==> src/rtl/msx_bus_initiator.sv <==
// MSX-50BUS host-side cycle generator: one read/write request in, one timed slot-bus cycle out.
// Optional: define MSXBUS_WAIT_TIMEOUT_EN to cap n_wait extension at 255 extra clocks.
module msx_bus_initiator #(
   parameter int SETUP_CYC  = 2,
   parameter int STROBE_CYC = 4,
   parameter int HOLD_CYC   = 1
) (
   input  logic        clk,
   input  logic        reset,
   input  logic        req_valid,
   output logic        req_ready,
   input  logic        req_write,
   input  logic [15:0] req_address,
   input  logic [7:0]  req_wdata,
   output logic        rsp_valid,
   output logic [7:0]  rsp_rdata,
   output logic        rsp_hit,
   output logic        rsp_timeout,
   output logic        n_tsltsl,
   output logic        n_trd,
   output logic        n_twr,
   output logic [15:0] ta,
   output logic [7:0]  wdata,
   input  logic [7:0]  rdata,
   input  logic        rdata_en,
   input  logic        n_wait,
   output logic [1:0]  o_dbg_state
);
   // Handshake: a request transfers on a clk edge where req_valid && req_ready; req_ready is high only in IDLE.
   localparam logic [1:0] S_IDLE   = 2'd0;
   localparam logic [1:0] S_SETUP  = 2'd1;
   localparam logic [1:0] S_STROBE = 2'd2;
   localparam logic [1:0] S_HOLD   = 2'd3;

   localparam logic [7:0] SETUP_LD  = 8'(SETUP_CYC - 1);
   localparam logic [7:0] STROBE_LD = 8'(STROBE_CYC - 1);
   localparam logic [7:0] HOLD_LD   = 8'(HOLD_CYC - 1);

   logic [1:0]  r_state;
   logic [7:0]  r_cnt;
   logic        r_n_wait;
   logic        r_write;
   logic        r_n_tsltsl, r_n_trd, r_n_twr;
   logic [15:0] r_ta;
   logic [7:0]  r_wdata;
   logic [7:0]  r_cap_rdata, r_rsp_rdata;
   logic        r_cap_hit, r_rsp_hit;
   logic        r_rsp_valid;
   logic        w_expired;
   logic        w_strobe_done;
   logic        w_hold_done;
   logic        w_read_ok;

   // n_wait is registered, so the strobe-end decision sees the level from the previous clock.
   assign w_strobe_done = (r_state == S_STROBE) && (r_cnt == 8'd0) && (r_n_wait || w_expired);
   assign w_hold_done   = (r_state == S_HOLD) && (r_cnt == 8'd0);
   assign w_read_ok     = !r_write && r_n_wait;

`ifdef MSXBUS_WAIT_TIMEOUT_EN
   logic [7:0] r_wcnt;
   logic       r_cap_to, r_rsp_to;

   assign w_expired   = (r_wcnt == 8'hFF);
   assign rsp_timeout = r_rsp_to;

   always_ff @(posedge clk or posedge reset) begin
      if (reset) begin
         r_wcnt   <= 8'd0;
         r_cap_to <= 1'b0;
         r_rsp_to <= 1'b0;
      end else begin
         if (r_state != S_STROBE)
            r_wcnt <= 8'd0;
         else if (r_cnt == 8'd0 && !r_n_wait && !w_expired)
            r_wcnt <= r_wcnt + 8'd1;
         if (w_strobe_done)
            r_cap_to <= !r_n_wait;
         if (w_hold_done)
            r_rsp_to <= r_cap_to;
      end
   end
`else
   assign w_expired   = 1'b0;
   assign rsp_timeout = 1'b0;
`endif

   always_ff @(posedge clk or posedge reset) begin
      if (reset) begin
         r_state     <= S_IDLE;
         r_cnt       <= 8'd0;
         r_n_wait    <= 1'b1;
         r_write     <= 1'b0;
         r_n_tsltsl  <= 1'b1;
         r_n_trd     <= 1'b1;
         r_n_twr     <= 1'b1;
         r_ta        <= 16'h0000;
         r_wdata     <= 8'h00;
         r_cap_rdata <= 8'hFF;
         r_cap_hit   <= 1'b0;
         r_rsp_rdata <= 8'hFF;
         r_rsp_hit   <= 1'b0;
         r_rsp_valid <= 1'b0;
      end else begin
         r_n_wait    <= n_wait;
         r_rsp_valid <= 1'b0;
         case (r_state)
            S_IDLE: begin
               if (req_valid) begin
                  r_write    <= req_write;
                  r_ta       <= req_address;
                  r_wdata    <= req_write ? req_wdata : 8'h00;
                  r_n_tsltsl <= 1'b0;
                  r_cnt      <= SETUP_LD;
                  r_state    <= S_SETUP;
               end
            end
            S_SETUP: begin
               if (r_cnt == 8'd0) begin
                  r_n_trd <= r_write;
                  r_n_twr <= !r_write;
                  r_cnt   <= STROBE_LD;
                  r_state <= S_STROBE;
               end else begin
                  r_cnt <= r_cnt - 8'd1;
               end
            end
            S_STROBE: begin
               if (r_cnt != 8'd0) begin
                  r_cnt <= r_cnt - 8'd1;
               end else if (w_strobe_done) begin
                  // A timed-out cycle arrives here with r_n_wait low, so it reports no data.
                  r_cap_rdata <= (w_read_ok && rdata_en) ? rdata : 8'hFF;
                  r_cap_hit   <= w_read_ok && rdata_en;
                  r_n_trd     <= 1'b1;
                  r_n_twr     <= 1'b1;
                  r_n_tsltsl  <= 1'b1;
                  r_cnt       <= HOLD_LD;
                  r_state     <= S_HOLD;
               end
            end
            default: begin
               if (w_hold_done) begin
                  r_rsp_rdata <= r_cap_rdata;
                  r_rsp_hit   <= r_cap_hit;
                  r_rsp_valid <= 1'b1;
                  r_state     <= S_IDLE;
               end else begin
                  r_cnt <= r_cnt - 8'd1;
               end
            end
         endcase
      end
   end

   assign req_ready   = (r_state == S_IDLE);
   assign rsp_valid   = r_rsp_valid;
   assign rsp_rdata   = r_rsp_rdata;
   assign rsp_hit     = r_rsp_hit;
   assign n_tsltsl    = r_n_tsltsl;
   assign n_trd       = r_n_trd;
   assign n_twr       = r_n_twr;
   assign ta          = r_ta;
   assign wdata       = r_wdata;
   assign o_dbg_state = r_state;

endmodule
==> config.mk <==
export PLATFORM = sky130hd
export DESIGN_NAME = msx_bus_initiator
export DESIGN_NICKNAME = d
export VERILOG_FILES = /design/src/rtl/msx_bus_initiator.sv
export SDC_FILE = /design/constraint.sdc
export NUM_CORES = 1
export LEC_CHECK = 0
export BUFFER_PORTS_ARGS = -buffer_cell sky130_fd_sc_hd__buf_2
export CORE_MARGIN = 3
export CORE_UTILIZATION = 33
export CTS_CLUSTER_SIZE = 28
export DETAILED_ROUTE_END_ITERATION = 16
export HOLD_SLACK_MARGIN = 0.12
export PLACE_DENSITY = 0.59
export SETUP_SLACK_MARGIN = 0.3
export SLEW_MARGIN = 20
export SYNTH_ARGS = -nofsm -noshare
export SYNTH_HDL_FRONTEND = slang
export SYNTH_SLANG_ARGS = --single-unit
==> constraint.sdc <==
create_clock -name clk -period 2.7 [get_ports clk]
set_input_delay 0.135 -clock clk [delete_from_list [all_inputs] [get_ports clk]]
set_output_delay 0.135 -clock clk [all_outputs]
set_load 0.01 [all_outputs]
== Word-level counts from Yosys, hierarchy flattened ==
Index checks and enable logic that the tools add are counted.
Operators by class
  add/sub/neg operators: 1
  equal/unequal tests: 9
  muxes and demuxes: 24
  bitwise gates (word level): 2
  reductions and logical operators: 20
Operators with widths (count)
  2-to-1 mux 8 bit: 7
  case mux 8 bit (3 select lines): 1
  2-to-1 mux 2 bit: 5
  zero test 8 bit: 1
  != test 2 bit (second input constant): 4
  AND reduction 4 bit: 2
  nonzero test 8 bit: 1
  subtractor 8 x 1 -> 8 bit (second input constant): 1
  2-to-1 mux 1 bit: 7
  case mux 1 bit (2 select lines): 3
  case mux 2 bit (3 select lines): 1
  AND reduction 3 bit: 2
  logical AND 1 bit: 5
  AND reduction 5 bit: 1
  equality test 2 bit (second input constant): 2
  != test 4 x 2 -> 1 bit (second input constant): 1
  AND reduction 2 bit: 2
  nonzero test 2 bit: 2
  nonzero test 4 bit: 1
  != test 3 x 2 -> 1 bit (second input constant): 1
  OR reduction 3 bit: 1
  equality test 2 x 1 -> 1 bit (second input constant): 1
  zero test 2 bit: 1
  NOT 1 bit: 2
  zero test 1 bit: 1
Storage, ports and cells
  register bits: 58
  input bits: 38
  output and inout bits: 41
  logic and storage cells: 70

== Logic depth before layout (Yosys ltp) ==
  word-level depth: 6
  gate-level depth with buffers: 8
  gate-level depth less buffers: 7

== Worst setup path before layout ==
Ideal clock, no wire load.
  kind: reg2reg
  start: register r_state[0] (netlist: o_dbg_state[0])
  end: register r_cnt[3]
  setup time: 95 ps
  arrival time: 1882 ps
  required time: 2605 ps
  setup slack: 722 ps
  stages on the path, launching flop included: 9
  buffers on the path: 1
  clock period less this slack: 1978 ps
  cells stage by stage: dfrtp_1 inv_1 ha_1 clkbuf_1 nor2b_1 o2111ai_1 a22oi_1 or2_1 o31ai_1
On the way
  cells in the longest elaborated chain, start to end: 5
  elaborated cells on any way between the ends: 12
  those cells by class: eq/ne: 6; mux: 1; reduce/logical: 5
RTL lines
  from (decl): line 39  | logic [1:0] r_state;
  from (signal assigned): line 89  | r_state <= S_IDLE;
  from (signal assigned): line 114  | r_state <= S_SETUP;
  from (signal assigned): line 122  | r_state <= S_STROBE;
  equality test 2 bit: line 55, 106
  logical AND 1 bit (2 in a row): line 55  | assign w_strobe_done = (r_state == S_STROBE) && (r_cnt == 8'd0) && (r_n_wait || w_expired);
  != test 3 x 2 -> 1 bit (no source line)
  AND reduction 3 bit (no source line)
  to (signal assigned): line 124  | r_cnt <= r_cnt - 8'd1;
  to (signal assigned): line 129  | r_cnt <= r_cnt - 8'd1;
  to (signal assigned): line 148  | r_cnt <= r_cnt - 8'd1;
  to (decl): line 40  | logic [7:0] r_cnt;
Parallel ways exist; a longest one is shown, timed or not.
A chain may end at the register's enable or synchronous reset.

== Final worst setup path ==
  start: register r_state[0] (netlist: o_dbg_state[0])
  end: register r_cnt[7]
Same word-level chain as after synthesis.

==> metrics.txt <==
status finished clean; Synth Area per Inst about 11 um2; Tmin final ~2200 ps; worst setup margin between 500 and 600 ps; detailed-placement wirelength estimate 3900 um; postcts setup bufs 0; post-synthesis sequential area ratio 0.570; clock slew at reported path FFs approximately 70 ps; grt ovf 0; ys async rst share 1.00; most instantiated cells after synthesis dfrtp_1 (38), nand2_1 (33), mux2_2 (26); fin nets about 390; Hold Path Class in2reg; Vias per Instance roughly 4.7; EDFF count, synth 0; worst slack at placement approximately 500 ps; flops & latches, synth between 50 and 60; Initial DRT Pass Iterations 5; Mapped Nets roughly 280; root buf cell clkbuf_8; Final ANT Viol Nets 0; global-route wire length before repair just under 10000 um; crit-path cells inv_1 -> ha_1 -> nor2b_1 -> o2111ai_1 -> a22oi_1 -> nor4b_1 -> a21o_1; I/O pin total 79; CP Data Required Time around 2900 ps; max-cap viol count 0; Crit path arrival time 2420 ps; Critical Path Source Type flip-flop; worst vdd ir roughly 0.54 mV; # setup viols final 0; Skew-Pair Late Insertion Delay between 300 and 400 ps; detailed-route via count roughly 2100; largest net degree at the start of global routing between 40 and 50; Primary FF master, synth dfrtp_1; cell leakage power 1.76 nW; top cell type's share of synthesized area 0.367; WL/cell about 13 um; critical path endpoint category flip-flop; height of the die around 95 um; Worst Clk Skew between 5 and 6 ps; Clock Tree Buf Depth 2; post-synthesis simple-gate area fraction 0.127; cell with the most instances after synthesis dfrtp_1; Core ar. about 7400 um2; largest family of logic cells by synthesized area simple AND/OR/NAND/NOR gates; setup slack, reg-to-reg 500 ps; cts bufs inserted 9; FP Rows 31; Setup TNS Final 0 ps; Synth Area in XOR/XNOR 0; final hold vios 0; WS Path Type reg2reg; Critical-path top delay cell a22oi_1; final wirelength 5810 um; fin. max-slew vios 0; clock sinks 58; DRC Markers 0; Relative slew margins 0.534; FMAX around 450 MHz; Area Growth Syn to Fin 40.3%; routability cong. approximately 0.83; PortBufs 77; Die ar. ~8900 um2; PD cells between 1000 and 1500 nW/um2; Synth Instances about 230; Iter 0 DRT Violations between 80 and 90; crit-path max FO 10; CP max stage delay between 400 and 500 ps; All-Layer GR Usage 0.139; Yosys warnings 0; part of the cycle the worst path needs 0.815; delay-heaviest family, CP compound AO/OA/AOI/OAI gates; Compound-Gate Fraction of Synth Area 0.122; number of global-route vias before repair between 2000 and 2500; slew of the pin with the lowest slew margin 698 ps; mapped cell area approximately 2600 um2; CTS tree built; Antenna Cells 0; unrepaired setup endpoints after global routing false; cell taking the most area after synthesis dfrtp_1; top post-synthesis cells by area dfrtp_1 (37%), dfstp_2 (20%), mux2_2 (11%); Worst Path Buf+Inv 1; layout cells sized above 1 0.415; Clock H-tree levels 3; Initial Utilization 0.348; antenna violations before repair 0; width of the die 94.6 um; post_cts resized 0; fraction of the mapped netlist area in adder cells 0.0338; mux cell area share after synthesis 0.117; Netlist cell types 41
## sequential cells by signal (all words and copies together) (netlist names), 2 cells and up
signal       cells
ta              16
wdata            8
r_cnt            8
r_cap_rdata      8
o_dbg_state      2
rsp_rdata        8
## worst min-delay path, delay by kind of cell
kind	cells	cell delay, ps
and+or+nand+nor	1	70
buffers and inverters	1	160
AOI/OAI and AO/OA	1	70
## routing by layer
| layer | part of all wire | wire length [um] | vias to the layer above | track usage |
|---|---|---|---|---|
| met5 | 0 | 0 | - | 0 |
| met4 | 0.0024 | 14 | 0 | 0.0553 |
| met3 | 0.070 | 404 | 2 | 0.0462 |
| met2 | 0.48 | 2790 | 69 | 0.230 |
| met1 | 0.45 | 2600 | 1001 | 0.166 |
| li1 | - | - | 1036 | - |
## path summary, 6_finish.rpt
path / startpoint / end / depth (start not counted)
hold reg to reg: wdata[7]$_DFFE_PP0P_ / wdata[7]$_DFFE_PP0P_ / 2
hold / removal: req_write / wdata[3]$_DFFE_PP0P_ / 3
max in group asynchronous: reset / r_cap_rdata[1]$_DFFE_PP1P_ / 4
setup reg to reg: o_dbg_state[0]$_DFFE_PP0P_ / r_cnt[7]$_DFFE_PP0P_ / 7
setup / recovery: o_dbg_state[0]$_DFFE_PP0P_ / r_cnt[7]$_DFFE_PP0P_ / 7
min in group asynchronous: reset / ta[15]$_DFFE_PP0P_ / 3
## logic make-up (layout without fill, tap and decap cells)
family,Yosys count,after routing
buffers and inverters,18,139
muxes,27,27
adders and majority gates,7,7
DFF,58,58
AOI/OAI and AO/OA,50,50
other,1,1
and+or+nand+nor,70,70
## repair_timing
| item | CTS | global route |
|---|---|---|
| endpoints found under the hold margin | 51 | 0 |
| hold buffers | 36 | 0 |
| endpoints found under the setup margin | 0 | 0 |
## report_power, final
part | total, mW | switching [mW] | internal (mW)
Sequential | 1.60 | 0.237 | 1.37
Combinational | 1.77 | 0.925 | 0.842
Clock | 0.769 | 0.335 | 0.434
Total | 4.14 | 1.50 | 2.64
## cell usage in the layout (no fill, tap or decap), types with 2 or more instances in the layout
cell,instances
clkinv_2,3
dfstp_2,20
nand2_1,33
a2bb2oi_1,2
o2bb2ai_1,2
buf_2,77
clkbuf_8,11
o31ai_1,3
o21ai_0,21
dlygate4sd3_1,36
nor4b_1,2
dfrtp_1,38
o22a_1,2
mux2_2,26
a21oi_1,7
o21ai_1,2
nand2b_1,2
a21o_1,2
or3_1,2
nor3_1,4
nor2b_1,2
a31oi_1,2
buf_4,3
nor2_1,18
inv_1,6
ha_1,7
## through the flow
stage	utilization	total power [mW]	std cells	cell area, um2	hold WS [ps]
5_1_grt	0.488	4.49	451	3630	137
6_report	0.488	4.14	451	3630	139
4_1_cts	0.488	4.20	451	3630	122
2_1_floorplan	-	2.79	231	2590	139
3_5_place_dp	0.413	3.35	399	3080	142
3_3_place_gp	0.413	3.31	399	3080	145
## area by class of cell
type	instances	area [um2]
Fill cell	698	3810
Tap cell	99	124
Multi-Input combinational cell	155	1040
Clock buffer	12	176
Timing Repair Buffer	116	768
Sequential cell	58	1480
Clock inverter	4	22.5
Inverter	7	26.3
No activity file was read; power rests on OpenSTA's default activity.
